**config.mk**
```make
export PLATFORM = sky130hd
export DESIGN_NAME = pipe_ctrl
export DESIGN_NICKNAME = d
export VERILOG_FILES = /design/src/rtl/pipe_ctrl.sv
export SDC_FILE = /design/constraint.sdc
export NUM_CORES = 1
export LEC_CHECK = 0
export ABC_AREA = 1
export ABC_CLOCK_PERIOD_IN_PS = 1900
export CORE_MARGIN = 2
export CORE_UTILIZATION = 30
export DETAILED_ROUTE_END_ITERATION = 10
export DONT_BUFFER_PORTS = 1
export PLACE_DENSITY = 0.43
export SETUP_SLACK_MARGIN = 0.4
export SLEW_MARGIN = 20
export SYNTH_ARGS = -nofsm -noshare
export SYNTH_HDL_FRONTEND = slang
export SYNTH_SLANG_ARGS = --single-unit
```
**constraint.sdc**
```tcl
create_clock -name clk_i -period 1.9 [get_ports clk_i]
set_input_delay 0.475 -clock clk_i [delete_from_list [all_inputs] [get_ports clk_i]]
set_output_delay 0.475 -clock clk_i [all_outputs]
set_load 0.02 [all_outputs]
```
**src/rtl/pipe_ctrl.sv**
```systemverilog
// pipe_ctrl: run-control and hazard sequencer for a 5-stage RV32I pipeline
// Produces per-register load enables and bubble flushes for PC, IF/ID, ID/EX,
// EX/MEM and MEM/WB from RAW hazards, branch redirects and LSU busy holds,
// and adds debug halt/single-step sequencing and a busy watchdog.
// Ports:
//   clk_i, rst_i                     clock, synchronous active-high reset
//   id_rs{1,2}_addr_i/_use_i         sources of the instruction in ID
//   {ex,mem,wb}_rd_addr_i/_wren_i    destinations of the instructions downstream
//   br_taken_i, mem_busy_i           redirect request, LSU not complete
//   halt_req_i, step_i               debug halt level, single-step pulse
//   *_en_o, *_flush_o                register load enables / bubble loads
//   state_o, halted_o, err_o         run state, halted flag, sticky watchdog error
//   stall_cnt_o, flush_cnt_o         performance counters
// Optional feature: define PIPE_CTRL_PERF_EN to build the performance counters;
// otherwise the counter ports read constant 0.
module pipe_ctrl #(
  parameter int HOLD_MAX = 15,
  parameter int CNT_W    = 32
) (
  input  logic             clk_i,
  input  logic             rst_i,
  input  logic [4:0]       id_rs1_addr_i,
  input  logic [4:0]       id_rs2_addr_i,
  input  logic             id_rs1_use_i,
  input  logic             id_rs2_use_i,
  input  logic [4:0]       ex_rd_addr_i,
  input  logic             ex_rd_wren_i,
  input  logic [4:0]       mem_rd_addr_i,
  input  logic             mem_rd_wren_i,
  input  logic [4:0]       wb_rd_addr_i,
  input  logic             wb_rd_wren_i,
  input  logic             br_taken_i,
  input  logic             mem_busy_i,
  input  logic             halt_req_i,
  input  logic             step_i,
  output logic             pc_en_o,
  output logic             ifid_en_o,
  output logic             idex_en_o,
  output logic             exmem_en_o,
  output logic             memwb_en_o,
  output logic             ifid_flush_o,
  output logic             idex_flush_o,
  output logic             exmem_flush_o,
  output logic             memwb_flush_o,
  output logic [1:0]       state_o,
  output logic             halted_o,
  output logic             err_o,
  output logic [CNT_W-1:0] stall_cnt_o,
  output logic [CNT_W-1:0] flush_cnt_o
);
  typedef enum logic [1:0] {RUN = 2'd0, HALT = 2'd1, STEP = 2'd2} state_t;
  localparam logic [7:0] L_HOLD_MAX = 8'(HOLD_MAX);
  state_t     r_state, w_state_nxt;
  logic [7:0] r_hold, w_hold_nxt;
  logic       r_err;
  logic       w_adv, w_rs1_hit, w_rs2_hit, w_raw;
  logic [8:0] w_ctl;
  // No regfile write-through, so a pending write in WB still counts as a hazard.
  assign w_rs1_hit = id_rs1_use_i && (id_rs1_addr_i != 5'd0) &&
                     ((ex_rd_wren_i  && ex_rd_addr_i  == id_rs1_addr_i) ||
                      (mem_rd_wren_i && mem_rd_addr_i == id_rs1_addr_i) ||
                      (wb_rd_wren_i  && wb_rd_addr_i  == id_rs1_addr_i));
  assign w_rs2_hit = id_rs2_use_i && (id_rs2_addr_i != 5'd0) &&
                     ((ex_rd_wren_i  && ex_rd_addr_i  == id_rs2_addr_i) ||
                      (mem_rd_wren_i && mem_rd_addr_i == id_rs2_addr_i) ||
                      (wb_rd_wren_i  && wb_rd_addr_i  == id_rs2_addr_i));
  assign w_raw = w_rs1_hit || w_rs2_hit;
  assign w_adv = (r_state == RUN || r_state == STEP) && !rst_i;
  // Control vector: {pc, ifid, idex, exmem, memwb enables, ifid, idex, exmem, memwb flushes}.
  // Busy hold drains a bubble into MEM/WB; a RAW stall freezes PC/IF-ID and bubbles ID/EX.
  always_comb begin
    w_ctl = !w_adv      ? 9'b00000_0000 :
            mem_busy_i  ? 9'b00000_0001 :
            br_taken_i  ? 9'b11111_1110 :
            w_raw       ? 9'b00111_0100 :
                          9'b11111_0000;
  end
  assign {pc_en_o, ifid_en_o, idex_en_o, exmem_en_o, memwb_en_o,
          ifid_flush_o, idex_flush_o, exmem_flush_o, memwb_flush_o} = w_ctl;
  // A step request wins over a halt drop so a single step is never lost.
  always_comb begin
    w_state_nxt = RUN;
    case (r_state)
      RUN:     w_state_nxt = halt_req_i ? HALT : RUN;
      HALT:    w_state_nxt = step_i ? STEP : (halt_req_i ? HALT : RUN);
      STEP:    w_state_nxt = halt_req_i ? HALT : RUN;
      default: w_state_nxt = RUN;
    endcase
  end
  // Hold counter freezes while not advancing and saturates so it cannot wrap back below the limit.
  always_comb begin
    w_hold_nxt = !w_adv      ? r_hold :
                 !mem_busy_i ? 8'd0 :
                 (&r_hold)   ? r_hold : r_hold + 8'd1;
  end
  always_ff @(posedge clk_i) begin
    if (rst_i) begin
      r_state <= RUN;
      r_hold  <= 8'd0;
      r_err   <= 1'b0;
    end else begin
      r_state <= w_state_nxt;
      r_hold  <= w_hold_nxt;
      r_err   <= r_err || (w_hold_nxt >= L_HOLD_MAX);
    end
  end
  assign state_o  = r_state;
  assign halted_o = (r_state == HALT);
  assign err_o    = r_err;
`ifdef PIPE_CTRL_PERF_EN
  localparam logic [CNT_W-1:0] L_ONE = 1;
  logic [CNT_W-1:0] r_stall_cnt, r_flush_cnt;
  logic             w_stall_inc, w_flush_inc;
  assign w_stall_inc = w_adv && !pc_en_o && !(&r_stall_cnt);
  assign w_flush_inc = w_adv && !mem_busy_i && br_taken_i && !(&r_flush_cnt);
  always_ff @(posedge clk_i) begin
    if (rst_i) begin
      r_stall_cnt <= '0;
      r_flush_cnt <= '0;
    end else begin
      if (w_stall_inc) r_stall_cnt <= r_stall_cnt + L_ONE;
      if (w_flush_inc) r_flush_cnt <= r_flush_cnt + L_ONE;
    end
  end
  assign stall_cnt_o = r_stall_cnt;
  assign flush_cnt_o = r_flush_cnt;
`else
  assign stall_cnt_o = '0;
  assign flush_cnt_o = '0;
`endif
endmodule

```
==> summary.txt, run 1 <==
Cells and area
  – Share of cells above drive strength 1: 0.158
  – Reg area: 229 um^2
  – Final nets: 341
  – P&R area growth vs syn: 1.52%
  – # diodes: 0
  – Most common cell after layout, fill and taps aside: conb_1
  – Multi-input gate area: 1150 um^2
  – Commonest cells after routing, fill and taps aside: 64 x conb_1, 52 x nand2_1, 37 x nor2_1
  – Layout fillers: 642

Power
  – Pwr Density: 441 nW/um^2
  – PnR Total Power: 0.774 mW
  – Leak: 0.967 nW
  – Worst vdd ir: 199 uV

Global routing
  – Largest net degree at the start of global routing: 12
  – Global-route wire length before repair: 5760 um
  – Grt ovf: 0
  – Vias in the first global route: 1334
  – Initial antenna violation count: 0
  – Global Route Usage Sum: 0.114

CTS
  – Clock slew at reported path FFs: 50 ps
  – CTS max path bufs: 2
  – CTS Buf Count: 3
  – H-Tree Depth: 1
  – Clock Tree Root: clkbuf_8
  – TritonCTS Sinks: 11
  – CTS tree: done
  – # hold bufs at CTS: 0
  – Worst skew pair latency: 240 ps

Worst hold path
  – Min-Delay Path Class: in -> reg
  – Worst Hold Launch: rst_i

Timing
  – Fin crit period: 1750 ps
  – Worst clock skew: 0.895 ps
  – Fmax achieved: 0.572 GHz
  – Final setup fails: 0
  – RSZ-0062 raised after global routing: true
  – Worst hold margin: 287 ps
  – Sum Neg Setup Slack: 0 ps
  – Fin. Hold Viols: 0
  – Slew Viols, Final: 0
  – Final Cycle Share: 0.919
  – Setup ws final: 153 ps

Floorplan
  – Core area: 5540 um^2
  – Initial core utilization: 0.312
  – # IOs: 113
  – Die W: 79.9 um
  – Chip height: 79.9 um
  – Die area: 6380 um^2
  – Core Rows: 27

Route
  – Via count: 1528
  – Iteration-0 DRC Markers: 44
  – Final ANT Viol Nets: 0
  – DRC: 0
  – Routed len/inst: 10.2 um
  – Vias per cell: 4.07
  – Routed WL: 3830 um
  – Drt pass-1 iters: 6

Critical path
  – Worst Setup SP: id_rs2_addr_i[1]
  – Worst EP required: 1420 ps
  – Crit Path Max Fanout: 5
  – Crit Path Class: in -> out
  – CP arrival: 1270 ps
  – Reg-to-Reg Start: state_o[0]
  – Worst Setup Start Kind: input pin
  – Crit end category: output port

Placed design
  – Hpwl dp: 3150 um
  – Post-place setup slack: 84.0 ps
  – Gp weighted congestion: 0.793
  – I/O Buffers: 0

Synthesis
  – Largest area contributor in the netlist: buf_4
  – Sequential share of the synthesized area: 0.128
  – Cells after synthesis: 299
  – Netlist cell types: 24
  – Synth top area share: 0.296
  – Area contributors post-synth: buf_4 30%, nand2_1 13%, dfxtp_1 13%, inv_1 9.1%, nor2_1 8.7%
  – Syn_area_per_cell: 5.77 um^2
  – Synth Register Bits: 11
  – Yosys warning count: 0
  – Mapped Area: 1730 um^2

Outcome
  – Run status: finished clean

Run
  – Max-cap check violation count: 0
[critical path: stages]
cell        delay (ps)
clkinvlp_4          90
o21ai_1            140
nor2_1              50
nand3_1            100
nand3_2             90
nand2_2             80
nand3_2             80
nand2_4            150
[power breakdown]
part / total, mW / switching (mW) / internal, mW
clock network: 0.247 / 0.0987 / 0.148
logic: 0.285 / 0.219 / 0.0656
registers: 0.242 / 0.00732 / 0.235
total: 0.774 / 0.325 / 0.449
[stage by stage]
| step | util | instance area (um^2) | instances |
|---|---|---|---|
| 2_1_floorplan | - | 2000 | 362 |
| 3_5_place_dp | 0.286 | 1580 | 367 |
| 5_1_grt | 0.316 | 1750 | 375 |
| 6_report | 0.316 | 1750 | 375 |
| 4_1_cts | 0.303 | 1680 | 373 |
| 3_3_place_gp | 0.286 | 1580 | 367 |
[path summary, 6_finish.rpt]
path | cells after the start | slack (ps) | to
hold reg to reg | 2 | 510 | r_hold[6]
setup reg to reg | 12 | 460 | err_o
hold / removal | 1 | 290 | state_o[0]
setup / recovery | 8 | 150 | pc_en_o
[cells by family (layout without fill, tap and decap cells)]
group | Yosys count | count (layout) | synth area share
buffers and inverters | 113 | 54 | 0.396
XOR/XNOR | 3 | 3 | 0.0152
other | 1 | 64 | 0.00217
adder cells (fa/ha/maj) | 1 | 1 | 0.00725
AND/OR/NAND/NOR | 136 | 136 | 0.349
AO/OA/AOI/OAI | 34 | 34 | 0.102
flip-flops | 11 | 11 | 0.128
[repair_timing]
item	CTS	global route
setup buffers	2	2
setup endpoints to repair	11	10
pin swaps	17	8
resized for setup	20	21
endpoints found under the hold margin	0	0
cloned	0	0
[cell usage after synthesis (all sizes together)]
cell type,instances
buf,68
conb,1
a21o,1
nand2,64
nand3,22
a21oi,5
o21bai,1
inv,44
o21ai,27
dfxtp,11
nor3,2
clkbuf,1
or2,1
nand4,3
nor2,44
xor2,3
ha,1
[sequential cells by signal (all words and copies together), names as in the netlist]
signal,cells
r_hold,8
state_o,2
err_o,1
[layout make-up]
type	instances	area share
Clock buffer	4	0.0257
Sequential cell	11	0.131
Multi-Input combinational cell	238	0.659
Tap cell	72	0.0514
Inverter	44	0.106
Timing Repair Buffer	6	0.0278
[routing by layer]
layer  track usage  wire [um]  up-vias  part of all wire
li1              -          -      796                 -
met1         0.125       1450      649              0.38
met2         0.200       1900       75              0.50
met3        0.0396        406        8              0.11
met4        0.0492         71        0             0.019
met5             0          0        -                 0
Note: power is estimated with default switching activity, not from simulation.
==> run 2: changes to the inputs <==
--- a/config.mk
+++ b/config.mk
@@ -14,5 +14,5 @@
 export PLACE_DENSITY = 0.43
 export SETUP_SLACK_MARGIN = 0.4
-export SLEW_MARGIN = 20
+export SKIP_CTS_REPAIR_TIMING = 1
 export SYNTH_ARGS = -nofsm -noshare
 export SYNTH_HDL_FRONTEND = slang
==> constraint.sdc (replaced) <==
create_clock -name clk_i -period 1.9 [get_ports clk_i]
set_input_delay 0.475 -clock clk_i [delete_from_list [all_inputs] [get_ports clk_i]]
set_output_delay 0.475 -clock clk_i [all_outputs]
set_load 0.1 [all_outputs]
==> run 2 against run 1 <==
Effect of this change:
- the run now ends with DRC, setup timing left
- clock skew grew 1.2 ps
- utilization grew 2.9 points
- routed wire length grew 1.1%
- clock-buffer cell count is the same
- fmax shrank 11%
- global-route usage shrank 0.27 points
==> summary.txt, run 2 (same netlist as run 1, synthesis figures left out) <==
Route
  – DRC: 1 (was 0)
  – WL met3: 353 um (was 406 um)
  – Vias per cell: 4.12 (was 4.07)
  – Final ANT Viol Nets: 0 (unchanged)
  – Routed WL: 3870 um (was 3830 um)
  – Drt pass-1 iters: 10 (was 6)
  – Via count: 1588 (was 1528)
  – Routed wl met2: 1880 um (was 1900 um)
  – Iteration-0 DRC Markers: 60 (was 44)
  – Routed len/inst: 10.0 um (was 10.2 um)
  – Met1 Routed Length: 1540 um (was 1450 um)
  – DR top layer: met4 (unchanged)

CTS
  – TritonCTS Sinks: 11 (unchanged)
  – Clock Tree Root: clkbuf_8 (unchanged)
  – H-Tree Depth: 1 (unchanged)
  – Clock slew at reported path FFs: 50 ps (about the same)
  – CTS Buf Count: 3 (unchanged)
  – CTS max path bufs: 2 (unchanged)
  – Worst skew pair latency: 240 ps (about the same)
  – CTS tree: done (unchanged)

Run
  – Max-cap check violation count: 0 (unchanged)

Floorplan
  – Die area: 6380 um^2 (unchanged)
  – Chip height: 79.9 um (unchanged)
  – Initial core utilization: 0.312 (unchanged)
  – # IOs: 113 (unchanged)
  – Core Rows: 27 (unchanged)
  – Core area: 5540 um^2 (unchanged)
  – Die W: 79.9 um (unchanged)

Global routing
  – Largest net degree at the start of global routing: 12 (unchanged)
  – Vias in the first global route: 1398 (was 1334)
  – Grt ovf: 0 (unchanged)
  – Initial antenna violation count: 0 (unchanged)
  – Global Route Usage Sum: 0.112 (was 0.114)
  – Global-route wire length before repair: 5840 um (was 5760 um)

Critical path
  – Crit end category: output port (unchanged)
  – Reg-to-Reg Start: state_o[0] (unchanged)
  – Worst flop-to-flop path endpoint: err_o (unchanged)
  – CP arrival: 1480 ps (was 1270 ps)
  – Worst R2R Path Depth: 13 (was 12)
  – Slowest stage cell on the critical path: buf_16 (was nand2_4)
  – Crit Path Class: in -> out (unchanged)
  – Worst EP required: 1420 ps (about the same)
  – CP dominant cell by count: nand3_2 (unchanged)
  – Critical-path cell list: clkinvlp_4 -> o21ai_1 -> nor2_1 -> nand3_1 -> nand3_2 -> nand2_2 -> nand3_2 -> nand2_4 -> buf_16 (was clkinvlp_4 -> o21ai_1 -> nor2_1 -> nand3_1 -> nand3_2 -> nand2_2 -> nand3_2 -> nand2_4)
  – WP buf/inv: 2 (was 1)
  – Slowest stage delay, CP: 230 ps (was 150 ps)
  – CP delay by family, top: simple AND/OR/NAND/NOR gates (unchanged)
  – Flop2flop setup slack: 390 ps (was 460 ps)
  – Worst Setup Start Kind: input pin (unchanged)
  – Crit Path Max Fanout: 5 (unchanged)

Power
  – Combinational Power Share: 0.642 (was 0.368)
  – PnR Total Power: 1.34 mW (was 0.774 mW)
  – Pwr Density: 698 nW/um^2 (was 441 nW/um^2)
  – NetSw: 0.849 mW (was 0.325 mW)
  – Clock share of power: 0.178 (was 0.319)
  – Leak: 1.02 nW (was 0.967 nW)
  – Sequential Power Share: 0.180 (was 0.313)
  – Worst vdd ir: 299 uV (was 199 uV)
  – Internal cell power: 0.487 mW (was 0.449 mW)
  – Sw Share: 0.635 (was 0.420)

Placed design
  – Cell count after placement: 379 (was 367)
  – I/O Buffers: 0 (unchanged)
  – Gp weighted congestion: 0.810 (was 0.793)
  – Hpwl dp: 3250 um (was 3150 um)
  – Post-place setup slack: -117 ps (was 84.0 ps)

Cells and area
  – Number of flip-flops in the largest register: 8 (unchanged)
  – Share of cells above drive strength 1: 0.176 (was 0.158)
  – Core Util, Final: 0.346 (was 0.316)
  – Most common cell after layout, fill and taps aside: conb_1 (unchanged)
  – Final nets: 351 (was 341)
  – P&R area growth vs syn: 10.9% (was 1.52%)
  – Commonest cells after routing, fill and taps aside: 64 x conb_1, 56 x nand2_1, 38 x nor2_1 (was 64 x conb_1, 52 x nand2_1, 37 x nor2_1)
  – Biggest register: r_hold (unchanged)
  – # diodes: 0 (unchanged)
  – Non-Filler Instances: 385 (was 375)

Timing
  – RSZ-0062 raised after global routing: true (unchanged)
  – Final Cycle Share: 1.03 (was 0.919)
  – Setup ws final: -57.2 ps (was 153 ps)
  – Fmax achieved: 0.511 GHz (was 0.572 GHz)
  – Final setup fails: 3 (was 0)
  – Fin. Hold Viols: 0 (unchanged)
  – Slew Viols, Final: 0 (unchanged)
  – Fin crit period: 1960 ps (was 1750 ps)
  – Worst clock skew: 2.06 ps (was 0.895 ps)

Worst hold path
  – Worst Hold End: state_o[0] (unchanged)
  – Worst Hold Launch: rst_i (unchanged)
  – Worst Hold Depth: 1 (unchanged)
  – Min-Delay Path Class: in -> reg (unchanged)

Outcome
  – Run status: finished with violations (was finished clean)
  – Failing checks: DRC, setup timing
-- run 2: cell types whose count changed in the layout (fill, tap and decap cells not counted), sizes merged --
cell,change
inv,-1
buf,+10
clkinvlp,+1
-- run 2: worst register-to-register path: stages (launching register included) --
cell     delay, ps
dfxtp_4        360
nor2_4         180
inv_6           60
buf_4          160
nor2_8         120
buf_4          130
nand2_2         40
nand2_1         50
nand2_1         60
nor2_1         100
nand2_1         70
nand2_1         60
inv_1           40
nand2_1         40
-- run 2: stage by stage --
step	hold WS (ps)	setup TNS, ps	instance area [um^2]
4_1_cts	295	-277	1810
3_5_place_dp	509	-279	1770
5_1_grt	290	-326	1920
6_report	296	-167	1920
3_3_place_gp	504	-369	1770
2_1_floorplan	480	-1950	2020
-- run 2: final cells by class --
cell class | count | area (um^2)
fill | 643 | 3620
multi-input combinational | 238 | 1130
sequential | 11 | 228
timing repair buffer | 16 | 228
inverter | 44 | 194
tap | 72 | 90.1
clock buffer | 4 | 45.0
-- run 2: power groups by stage --
stage | sequential, mW | clock (mW) | combinational (mW)
floorplan | 0.256 | 0 | 0.869
global placement | 0.244 | 0 | 0.837
detailed placement | 0.243 | 0 | 0.836
CTS | 0.239 | 0.239 | 0.836
global route | 0.242 | 0.252 | 0.890
finish | 0.241 | 0.238 | 0.858
-- run 2: layer usage --
layer  GRT usage  up-vias
met5           0        -
met3      0.0260       10
met1       0.130      685
met4      0.0424        0
met2       0.197       76
li1            -      817
-- run 2: how the worst max path moves through the flow --
| stage | depth (start not counted) | slack [ps] | start | endpoint |
|---|---|---|---|---|
| final | 9 | -60 | id_rs2_addr_i[1] | pc_en_o |
| after global routing | 11 | -130 | id_rs2_addr_i[1] | idex_flush_o |
| after CTS | 10 | -110 | id_rs2_addr_i[1] | pc_en_o |
| after detailed placement | 10 | -120 | id_rs2_addr_i[1] | pc_en_o |
| after global placement | 10 | -150 | id_rs2_addr_i[1] | pc_en_o |
| after floorplan | 6 | -480 | rst_i | ifid_flush_o |
==> run 3: changes to the inputs <==
Settings changed: CORE_UTILIZATION 30 to 63, PLACE_DENSITY 0.43 to 0.78.
==> run 3 against run 2 <==
Effect of this change:
- the flow finishes with violations (setup timing)
- cell count decreased by 11%
- die area shrank 50%
- sequential share of layout area up 0.23 points
- hold slack got worse by 44 ps
- via count rose by 3.5%
- highest routed layer unchanged
==> summary.txt, run 3 (same netlist as run 1, synthesis figures left out) <==
Timing
  – Fmax achieved: 0.506 GHz (was 0.511 GHz)
  – RSZ-0062 raised after global routing: true (unchanged)
  – Final setup fails: 8 (was 3)
  – Fin. Hold Viols: 0 (unchanged)
  – Slew Viols, Final: 0 (unchanged)
  – Worst hold margin: 252 ps (was 296 ps)
  – Setup ws final: -77.1 ps (was -57.2 ps)
  – Fin crit period: 1980 ps (was 1960 ps)
  – Worst clock skew: 4.83 ps (was 2.06 ps)
  – Final Cycle Share: 1.04 (was 1.03)

Floorplan
  – Chip height: 56.4 um (was 79.9 um)
  – Die area: 3180 um^2 (was 6380 um^2)
  – Die W: 56.4 um (was 79.9 um)
  – Initial core utilization: 0.678 (was 0.312)
  – Core Rows: 18 (was 27)
  – Core area: 2540 um^2 (was 5540 um^2)
  – # IOs: 113 (unchanged)

Critical path
  – CP arrival: 1500 ps (was 1480 ps)
  – Crit end category: output port (unchanged)
  – Worst EP required: 1420 ps (about the same)
  – Crit Path Class: reg -> out (was in -> out)
  – Worst Setup Start Kind: flip-flop (was input pin)
  – Crit Path Max Fanout: 5 (unchanged)

Route
  – Via count: 1644 (was 1588)
  – DRC: 0 (was 1)
  – Iteration-0 DRC Markers: 74 (was 60)
  – Final ANT Viol Nets: 0 (unchanged)
  – Routed WL: 3910 um (was 3870 um)
  – Vias per cell: 4.79 (was 4.12)
  – Drt pass-1 iters: 4 (was 10)
  – Routed len/inst: 11.4 um (was 10.0 um)

Power
  – Leak: 1.05 nW (was 1.02 nW)
  – Pwr Density: 670 nW/um^2 (was 698 nW/um^2)
  – Worst vdd ir: 781 uV (was 299 uV)

CTS
  – Clock slew at reported path FFs: 70 ps (was 50 ps)
  – CTS max path bufs: 2 (unchanged)
  – CTS Buf Count: 3 (unchanged)
  – H-Tree Depth: 1 (unchanged)
  – Clock Tree Root: clkbuf_4 (was clkbuf_8)
  – CTS tree: done (unchanged)
  – Worst skew pair latency: 280 ps (was 240 ps)
  – TritonCTS Sinks: 11 (unchanged)

Outcome
  – Failing checks: setup timing (was DRC, setup timing)
  – Run status: finished with violations (unchanged)

Cells and area
  – Most common cell after layout, fill and taps aside: conb_1 (unchanged)
  – # diodes: 0 (unchanged)
  – Commonest cells after routing, fill and taps aside: 64 x conb_1, 52 x nand2_1, 37 x nor2_1 (was 64 x conb_1, 56 x nand2_1, 38 x nor2_1)
  – Biggest register: r_hold (unchanged)
  – Multi-input gate area: 1160 um^2 (was 1130 um^2)
  – Final nets: 351 (unchanged)
  – P&R area growth vs syn: 10.1% (was 10.9%)
  – Reg area: 230 um^2 (was 228 um^2)
  – Share of cells above drive strength 1: 0.195 (was 0.176)
  – Layout fillers: 199 (was 643)
  – Number of flip-flops in the largest register: 8 (unchanged)

Global routing
  – Initial antenna violation count: 0 (unchanged)
  – Grt ovf: 0 (unchanged)
  – Global-route wire length before repair: 5550 um (was 5840 um)
  – Vias in the first global route: 1301 (was 1398)
  – Global Route Usage Sum: 0.212 (was 0.112)
  – Largest net degree at the start of global routing: 12 (unchanged)

Run
  – Max-cap check violation count: 0 (unchanged)

Placed design
  – Hpwl dp: 3050 um (was 3250 um)
  – Post-place setup slack: -78.0 ps (was -117 ps)
  – I/O Buffers: 0 (unchanged)
  – Gp weighted congestion: 1.03 (was 0.810)

Worst hold path
  – Min-Delay Path Class: in -> reg (unchanged)
[run 3: cell count changes in the layout (fill, tap and decap cells not counted), moves of 2 or more]
| cell | before | now |
|---|---|---|
| nand2_1 | 56 | 52 |
| o21ai_0 | 20 | 16 |
| clkbuf_4 | 0 | 3 |
| clkbuf_8 | 3 | 0 |
| nand2_2 | 6 | 9 |
| o21ai_1 | 6 | 9 |
| buf_4 | 8 | 6 |
[run 3: layout make-up]
cell class	count	share of cell area
sequential	11	0.121
tap	30	0.0197
timing repair buffer	16	0.132
multi-input combinational	238	0.612
inverter	44	0.101
clock buffer	4	0.0138
[run 3: report_power, final]
group	switching (mW)	internal [mW]	leakage (nW)	total, mW
Clock	0.0822	0.0817	0.0150	0.164
Sequential	0.00519	0.234	0.0913	0.239
Combinational	0.760	0.110	0.943	0.870
[run 3: worst max-delay path, cell delays in order, from the launching register on]
cell	delay [ps]
dfxtp_4	350
nor2_4	150
inv_6	80
nor2_8	180
nand3_2	120
nand2_4	100
buf_16	230
[run 3: per-stage QoR]
| stage | cells | utilization | cell area, um^2 | power, mW | TNS [ps] |
|---|---|---|---|---|---|
| finish | 343 | 0.747 | 1900 | 1.27 | -294 |
| global route | 343 | 0.747 | 1900 | 1.31 | -602 |
| CTS | 340 | 0.680 | 1730 | 1.24 | -165 |
| detailed placement | 336 | 0.670 | 1710 | 1.08 | -156 |
| global placement | 336 | 0.670 | 1710 | 1.08 | -141 |
| floorplan | 362 | - | 2020 | 1.13 | -1950 |
[run 3: path summary, 6_finish.rpt]
kind	cells after the start	end	from	slack, ps
worst max-delay path	6	ifid_en_o	state_o[0]	-80
worst min-delay path	1	r_hold[6]	rst_i	250
worst max register to register	10	err_o	r_hold[4]	430
worst min register to register	2	r_hold[6]	r_hold[6]	500
[run 3: routing by layer]
layer	vias up	wire length, um	GRT usage
met5	-	0	0
met4	0	104	0.0510
met3	13	492	0.0461
met2	115	1800	0.345
met1	695	1510	0.286
li1	821	-	-
